File: config.mk
export PLATFORM = sky130hd
export DESIGN_NAME = regfile_wb_arbiter
export DESIGN_NICKNAME = d
export VERILOG_FILES = /design/src/rtl/rv_wb_pkg.sv /design/src/rtl/regfile_wb_arbiter_rr_pick.sv /design/src/rtl/regfile_wb_arbiter.sv
export SDC_FILE = /design/constraint.sdc
export NUM_CORES = 1
export LEC_CHECK = 0
export CORE_ASPECT_RATIO = 0.9
export CORE_MARGIN = 2
export CORE_UTILIZATION = 34
export DETAILED_ROUTE_END_ITERATION = 16
export GPL_TIMING_DRIVEN = 0
export PLACE_DENSITY = 0.83
export SETUP_SLACK_MARGIN = 0.1
export SLEW_MARGIN = 40
export SYNTH_ARGS = -nofsm -noshare
export SYNTH_HDL_FRONTEND = slang
export SYNTH_SLANG_ARGS = --single-unit
File: constraint.sdc
create_clock -name clk -period 2.3 [get_ports clk]
set_clock_uncertainty 0.1 [all_clocks]
set_input_delay 0.23 -clock clk [delete_from_list [all_inputs] [get_ports clk]]
set_output_delay 0.23 -clock clk [all_outputs]
set_load 0.02 [all_outputs]
File: src/rtl/rv_wb_pkg.sv
// Shared writeback definitions: datapath widths and requester indices.
package rv_wb_pkg;

  localparam int XLEN       = 32;
  localparam int REG_ADDR_W = 5;

  localparam int WB_ALU  = 0;
  localparam int WB_LOAD = 1;
  localparam int WB_CSR  = 2;
  localparam int WB_N    = 3;

endpackage

File: src/rtl/regfile_wb_arbiter_rr_pick.sv
// rr_pick: combinational round-robin picker. The search starts at ptr and wraps,
// returning a one-hot grant, its index, and whether anything was requesting.
module rr_pick #(
  parameter int N  = 3,
  parameter int PW = (N > 1) ? $clog2(N) : 1
) (
  input  logic [N-1:0]  req,
  input  logic [PW-1:0] ptr,
  output logic [N-1:0]  grant,
  output logic [PW-1:0] idx,
  output logic          any
);

  // Walk the offsets from farthest to nearest so the nearest requester wins.
  always_comb begin
    grant = '0;
    idx   = '0;
    any   = 1'b0;
    for (int k = N - 1; k >= 0; k--) begin
      int j;
      j = (int'(ptr) + k) % N;
      if (req[j]) begin
        grant    = '0;
        grant[j] = 1'b1;
        idx      = PW'(j);
        any      = 1'b1;
      end
    end
  end

endmodule

File: src/rtl/regfile_wb_arbiter.sv
// Round-robin arbiter sharing the register-file write port among writeback requesters.
// Optional WB_ARB_PERF_EN adds a saturating conflict_cnt output.
module regfile_wb_arbiter
  import rv_wb_pkg::*;
#(
  parameter int N_REQ  = WB_N,
  parameter int DATA_W = XLEN,
  parameter int ADDR_W = REG_ADDR_W
) (
  input  logic                    clk,
  input  logic                    async_reset,
  input  logic                    flush,
  input  logic [N_REQ-1:0]        req_valid,
  input  logic [N_REQ*ADDR_W-1:0] req_addr,
  input  logic [N_REQ*DATA_W-1:0] req_data,
  output logic [N_REQ-1:0]        req_ready,
  output logic                    wr_en,
  output logic [ADDR_W-1:0]       wr_addr,
  output logic [DATA_W-1:0]       wr_data
`ifdef WB_ARB_PERF_EN
  , output logic [31:0]           conflict_cnt
`endif
);

  localparam int PW = $clog2(N_REQ);

  logic [PW-1:0]     ptr_reg;
  logic [PW-1:0]     ptr_next;
  logic [N_REQ-1:0]  pick_grant;
  logic [PW-1:0]     pick_idx;
  logic              pick_any;
  logic              xfer;
  logic [ADDR_W-1:0] addr_arr [N_REQ];
  logic [DATA_W-1:0] data_arr [N_REQ];

  genvar gi;
  generate
    for (gi = 0; gi < N_REQ; gi++) begin : g_unpack
      assign addr_arr[gi] = req_addr[gi*ADDR_W +: ADDR_W];
      assign data_arr[gi] = req_data[gi*DATA_W +: DATA_W];
    end
  endgenerate

  rr_pick #(.N(N_REQ), .PW(PW)) u_pick (
    .req   (req_valid),
    .ptr   (ptr_reg),
    .grant (pick_grant),
    .idx   (pick_idx),
    .any   (pick_any)
  );

  // Ready is masked by reset as well so nothing looks accepted while state is being cleared.
  assign xfer      = pick_any && !flush && !async_reset;
  assign req_ready = xfer ? pick_grant : '0;
  assign ptr_next  = (pick_idx == PW'(N_REQ - 1)) ? '0 : pick_idx + PW'(1);

  always_ff @(posedge clk or posedge async_reset) begin
    if (async_reset) begin
      ptr_reg <= '0;
      wr_en   <= 1'b0;
      wr_addr <= '0;
      wr_data <= '0;
    end else if (xfer) begin
      // Writes to x0 are accepted but never reach the register file.
      wr_en   <= (addr_arr[pick_idx] != '0);
      wr_addr <= addr_arr[pick_idx];
      wr_data <= data_arr[pick_idx];
      ptr_reg <= ptr_next;
    end else begin
      wr_en <= 1'b0;
    end
  end

`ifdef WB_ARB_PERF_EN
  always_ff @(posedge clk or posedge async_reset) begin
    if (async_reset) begin
      conflict_cnt <= '0;
    end else if (!flush && ($countones(req_valid) >= 2) && (conflict_cnt != '1)) begin
      conflict_cnt <= conflict_cnt + 32'd1;
    end
  end
`endif

endmodule

==> metrics.csv, run 1 <==
stage,metric,value,unit
routing,met2 WL post-DR,4670,microns
run,max-cap viol count,0,
clock_tree,CTS H-tree lvls,2,
routing,met3 WL post-DR,789,microns
timing,fin worst setup slack,-373,ps
place,DPL Wire Length,6740,microns
setup_path,CP Data Required Time,1970,ps
cells_and_area,max reg flops,32,
floorplan,Die X,97.3,microns
timing,fmax,374,MHz
setup_path,FF-to-FF path depth,12,
timing,Sum Neg Setup Slack,-8440,ps
cells_and_area,post-layout util,66.0,%
timing,"Hold Vio Cnt, Final",0,
routing,routed via count,2926,
routing,drt drc,0,
synth,#FFs+latches synth,40,
clock_tree,"Clk Latency, worst-skew pair",290,ps
timing,RSZ-0062 raised after global routing,yes,
setup_path,Critical Path AT,2340,ps
floorplan,DIE HEIGHT,88.0,microns
cells_and_area,final non-filler cell total,562,
grt,vias in the first global route,2896,
synth,"FFs w/ async S/R, synth",100,%
synth,Syn Nets,397,
cells_and_area,post-route cell area,5000,sq um
pwr,worst vdd ir,0.726,mV
status,status,"finished, violations left",
clock_tree,clock tree buffer depth,2,
floorplan,core area,7580,sq um
place,Placed Cells,530,
status,failing checks,negative setup slack,
place,Port Buffers,157,
clock_tree,CTS root buf,clkbuf_8,
routing,post-DR wirelength/cell,16.8,microns
setup_path,CP peak stage delay,410,ps
setup_path,crit start category,register,
setup_path,CP most frequent cell,buf_6,
setup_path,CP Capture Type,primary output,
setup_path,Critical Path Fanout Max,8,
cells_and_area,"commonest non-fill, non-tap cell in the layout",clkdlybuf4s50_1,
cells_and_area,ratio of cells with drive above 1 in the final layout,19.5,%
timing,Final setup viols,42,
floorplan,FP Rows,30,
pwr,PD cells,1290,nW/um^2
setup_path,CP Cell Sequence,"inv_1, ha_2, buf_6, mux2i_4, nor2_2, a21oi_2, a311o_1, buf_6, buf_8, buf_8, nor2_4, buf_6",
cells_and_area,Fillers,605,
grt,global-route wire length before repair,14600,microns
grt,largest net degree at the start of global routing,41,
worst_hold_path,HP Class,in -> async,
routing,Iter 0 DRT Violations,103,
cells_and_area,Final Net Count,585,
clock_tree,# hold bufs at CTS,0,
clock_tree,CTS tree,done,
grt,initial antenna violation count,0,
synth,top_reg_cell synth,dfrtp_1,
synth,count of cell types in the netlist,41,
floorplan,Initial Utilization,35.1,%
place,Post-Place Cell Area,4430,sq um
clock_tree,CTS Sinks,40,
floorplan,IO Pins,158,
pwr,Tot Pwr,6.44,mW
pwr,Lkg Pwr,2.20,nW
timing,Hold WS,267,ps
timing,worst rel slew slack,65.8,%
synth,Mapped Area,2660,sq um
clock_tree,Worst-path clk slew,80,ps
timing,max-slew violation count,0,
timing,final worst path period share,116,%
routing,vias per cell,5.21,
synth,Post-Synthesis Cells,277,
timing,min Tclk post-route,2670,ps
grt,Tot GR Track Use,21.3,%
place,dpl ws,-785,ps
setup_path,Crit-path slowest cell,dfrtp_1,
synth,Avg Inst Size Synth,9.61,sq um
routing,aggregate routed wire length,9450,microns
floorplan,Die ar.,8560,sq um
cells_and_area,Area growth syn-to-layout,88.0,%
setup_path,kind of critical path,reg -> out,
clock_tree,CTS buffer count,5,
cells_and_area,Ant. Diodes,0,
routing,M1 WL,3890,microns
routing,DR top layer,met4,
cells_and_area,most frequent cells in the layout,"clkdlybuf4s50_1, nor2_1, dfrtp_1",
timing,actual slew at the worst max-slew pin,513,ps
place,routability-driven placement congestion ratio,0.904,
routing,"antenna viol nets, final",0,
synth,Yosys warnings,0,
grt,GRT Residual Overflow,0,
synth,number of flops mapped to enable cells by yosys,0,
synth,register area share after synthesis,37.6,%
routing,DRT Pass-1 Iters,4,
worst max-delay path, delay by kind of cell (launching register included):
kind            cells  cell delay (ps)
mux                 1              180
flops               1              410
simple gates        2              210
compound gates      2              380
fa+ha+maj           1              170
buf+inv             6              690
cell families (layout without fill, tap and decap cells):
logic type / after synthesis / in the layout / synth area share (%)
adder cells (fa/ha/maj): 3 / 3 / 1.41
buffers and inverters: 30 / 219 / 7.00
flip-flops: 40 / 40 / 37.6
AND/OR/NAND/NOR: 69 / 69 / 11.7
multiplexers: 40 / 40 / 15.2
AO/OA/AOI/OAI: 95 / 95 / 27.1
synthesized netlist by cell type (2+ instances only):
library cell   n  share of area, %
mux2i_1       38                14
buf_6          5               2.1
nand2_1        5              0.70
buf_2          8               1.5
a21oi_1        5              0.94
nor2b_1        5               1.2
dfrtp_1       40                38
ha_1           3               1.4
a21o_1        38                11
a211oi_1      34               9.6
nor3_1         3              0.56
nand3_1        2              0.38
inv_1          6              0.85
o21ai_0        5              0.94
clkbuf_1       4              0.56
nor2_1        45               6.3
buf_4          7               2.0
layer usage:
| metal | vias to the layer above | GRT usage, % |
|---|---|---|
| li1 | 1385 | - |
| met2 | 128 | 38.2 |
| met4 | 0 | 4.42 |
| met1 | 1398 | 25.4 |
| met5 | - | 0 |
| met3 | 15 | 6.86 |
path summary, 6_finish.rpt:
kind | slack (ps) | to | startpoint
setup / recovery | -370 | req_ready[2] | ptr_reg[1]
hold / removal | 270 | wr_addr[2] | async_reset
setup reg to reg | -260 | wr_data[12] | ptr_reg[1]
hold reg to reg | 380 | wr_data[2] | wr_data[2]
max in group asynchronous | 1480 | wr_data[15] | async_reset
min in group clk | 380 | wr_data[2] | wr_data[2]
where the power goes:
part           internal, mW  leakage, nW  switching (mW)  total [mW]
clock                 0.383       0.0645           0.254       0.637
combinational          2.41         1.64            2.15        4.57
sequential             1.05        0.494           0.188        1.24
what timing repair did:
item                       CTS  global route
pin swaps                    5             6
gates cloned                 0             2
resized for setup           50            20
setup endpoints to repair   43            43
setup buffers               19             4
layout make-up:
class / count / area (sq um) / share of cell area (%)
Buffer: 23 / 249 / 4.98
Multi-Input combinational cell: 207 / 1650 / 33.1
Inverter: 6 / 25.0 / 0.500
Tap cell: 96 / 120 / 2.40
Sequential cell: 40 / 1000 / 20.0
Clock inverter: 1 / 30.0 / 0.600
Timing Repair Buffer: 182 / 1830 / 36.5
Clock buffer: 7 / 96.3 / 1.93
(Power assumes the default switching activity.)
==> inputs of run 2 (changes only) <==
--- a/config.mk
+++ b/config.mk
@@ -5,6 +5,7 @@
 export SDC_FILE = /design/constraint.sdc
 export NUM_CORES = 1
 export LEC_CHECK = 0
+export ABC_CLOCK_PERIOD_IN_PS = 2300
 export CORE_ASPECT_RATIO = 0.9
 export CORE_MARGIN = 2
 export CORE_UTILIZATION = 34
==> results of run 2 <==
Final layout, timing and power as in run 1 (identical DEF).
==> inputs of run 3 (changes only) <==
--- a/config.mk
+++ b/config.mk
@@ -12,6 +12,7 @@
 export DETAILED_ROUTE_END_ITERATION = 16
 export GPL_TIMING_DRIVEN = 0
 export PLACE_DENSITY = 0.83
+export REMOVE_ABC_BUFFERS = 1
 export SETUP_SLACK_MARGIN = 0.1
 export SLEW_MARGIN = 40
 export SYNTH_ARGS = -nofsm -noshare
==> metrics.csv, run 3 (synthesized netlist as in run 1, its figures left out) <==
stage,metric,value,unit
place,DPL Wire Length,6140,microns
routing,post-DR wirelength/cell,16.3,microns
timing,Sum Neg Setup Slack,-8880,ps
routing,Iter 0 DRT Violations,55,
cells_and_area,final non-filler cell total,548,
floorplan,Die X,97.3,microns
pwr,PD cells,1240,nW/um^2
routing,aggregate routed wire length,8920,microns
timing,worst rel slew slack,66.6,%
routing,drt drc,0,
cells_and_area,"commonest non-fill, non-tap cell in the layout",clkdlybuf4s50_1,
timing,final worst path period share,116,%
clock_tree,CTS tree,done,
clock_tree,CTS H-tree lvls,2,
grt,global-route wire length before repair,13800,microns
clock_tree,CTS Sinks,40,
clock_tree,CTS root buf,clkbuf_8,
floorplan,FP Rows,30,
clock_tree,clock tree buffer depth,2,
cells_and_area,max reg flops,32,
timing,actual slew at the worst max-slew pin,497,ps
grt,initial antenna violation count,0,
place,routability-driven placement congestion ratio,0.888,
timing,RSZ-0062 raised after global routing,yes,
timing,fin worst setup slack,-366,ps
routing,DRT Pass-1 Iters,4,
status,failing checks,negative setup slack,
cells_and_area,most frequent cells in the layout,"clkdlybuf4s50_1, nor2_1, dfrtp_1",
pwr,Tot Pwr,5.94,mW
floorplan,core area,7580,sq um
setup_path,Critical Path Fanout Max,5,
timing,min Tclk post-route,2670,ps
cells_and_area,Ant. Diodes,0,
pwr,worst vdd ir,0.579,mV
setup_path,CP Data Required Time,1970,ps
floorplan,Initial Utilization,35.1,%
timing,Final setup viols,43,
setup_path,crit start category,register,
status,status,"finished, violations left",
setup_path,reg2reg setup slack,-270,ps
worst_hold_path,HP Class,in -> async,
clock_tree,Worst-path clk slew,80,ps
routing,"antenna viol nets, final",0,
cells_and_area,Area growth syn-to-layout,79.8,%
timing,fmax,375,MHz
grt,Tot GR Track Use,20.1,%
setup_path,CP Capture Type,primary output,
routing,routed via count,2839,
floorplan,IO Pins,158,
grt,vias in the first global route,2845,
run,max-cap viol count,0,
place,Port Buffers,157,
clock_tree,CTS buffer count,5,
pwr,Lkg Pwr,2.13,nW
setup_path,FF-to-FF path depth,9,
setup_path,RR Startpoint,ptr_reg[0],
cells_and_area,Final Net Count,571,
place,Placed Cells,512,
floorplan,Die ar.,8560,sq um
timing,"Hold Vio Cnt, Final",0,
setup_path,Critical Path AT,2340,ps
routing,vias per cell,5.18,
cells_and_area,ratio of cells with drive above 1 in the final layout,16.4,%
floorplan,DIE HEIGHT,88.0,microns
grt,largest net degree at the start of global routing,41,
timing,max-slew violation count,0,
clock_tree,"Clk Latency, worst-skew pair",280,ps
setup_path,FF-to-FF End,wr_en,
setup_path,kind of critical path,reg -> out,
grt,GRT Residual Overflow,0,
-- run 3: cell types whose count changed in the layout (fill, tap and decap cells not counted), moves of 3 or more --
cell and change:
buf_8 -6, mux2i_2 -5, buf_2 -4, mux2i_1 +8
buf_6 -3, mux2i_4 -3
-- run 3: per-stage QoR --
step           hold WS (ps)  instance area [sq um]  utilization, %  worst slack (ps)
5_1_grt                 319                   4790            63.1              -458
3_3_place_gp            358                   4190            55.3             -2530
2_1_floorplan           348                   2500               -             -1340
4_1_cts                 276                   4690            61.9              -322
6_report                252                   4790            63.1              -366
3_5_place_dp            364                   4320            56.9             -1070
-- run 3: worst max path at each step --
stage               start            to  depth (start not counted)
6_report       ptr_reg[0]  req_ready[1]                         10
5_1_grt        ptr_reg[0]  req_ready[1]                         10
4_1_cts        ptr_reg[0]  req_ready[1]                          9
3_5_place_dp   ptr_reg[0]  req_ready[1]                         10
3_3_place_gp   ptr_reg[1]  req_ready[0]                          8
2_1_floorplan  ptr_reg[1]  req_ready[0]                          7
-- run 3: critical path: stages (launching register included) --
cell	delay (ps)
dfrtp_1	400
buf_6	130
ha_4	180
buf_6	120
mux2i_1	100
nor2_1	130
a21oi_2	50
a311o_2	470
clkbuf_16	170
nor2b_1	140
buf_4	160
-- run 3: layout make-up --
type | instances | area (sq um)
Fill cell | 610 | 2800
Timing Repair Buffer | 190 | 1950
Multi-Input combinational cell | 208 | 1590
Sequential cell | 40 | 1000
Tap cell | 96 | 120
Clock buffer | 6 | 82.6
Inverter | 6 | 25.0
Clock inverter | 2 | 13.8
-- run 3: report_power, final --
part	switching, mW	internal [mW]	total, mW	leakage [nW]
clock network	0.257	0.246	0.503	0.0516
registers	0.190	1.05	1.24	0.492
logic	2.02	2.18	4.20	1.58
total	2.47	3.47	5.94	2.13
-- run 3: repair_timing --
item                                    in CTS  in global routing
endpoints found under the setup margin      43                 43
cloned                                       2                  0
resized for setup                           34                 16
hold buffers                                 0                  0
buffers inserted                            22                  4
pin swaps                                    5                  3
-- run 3: metal layers --
metal  global-route usage, %  up-vias  wire length, microns
met5                       0        -                     0
met1                    22.7     1363                  3530
met2                    38.4      106                  4680
met4                    5.30        0                   124
met3                    4.95       13                   577
li1                        -     1357                     -
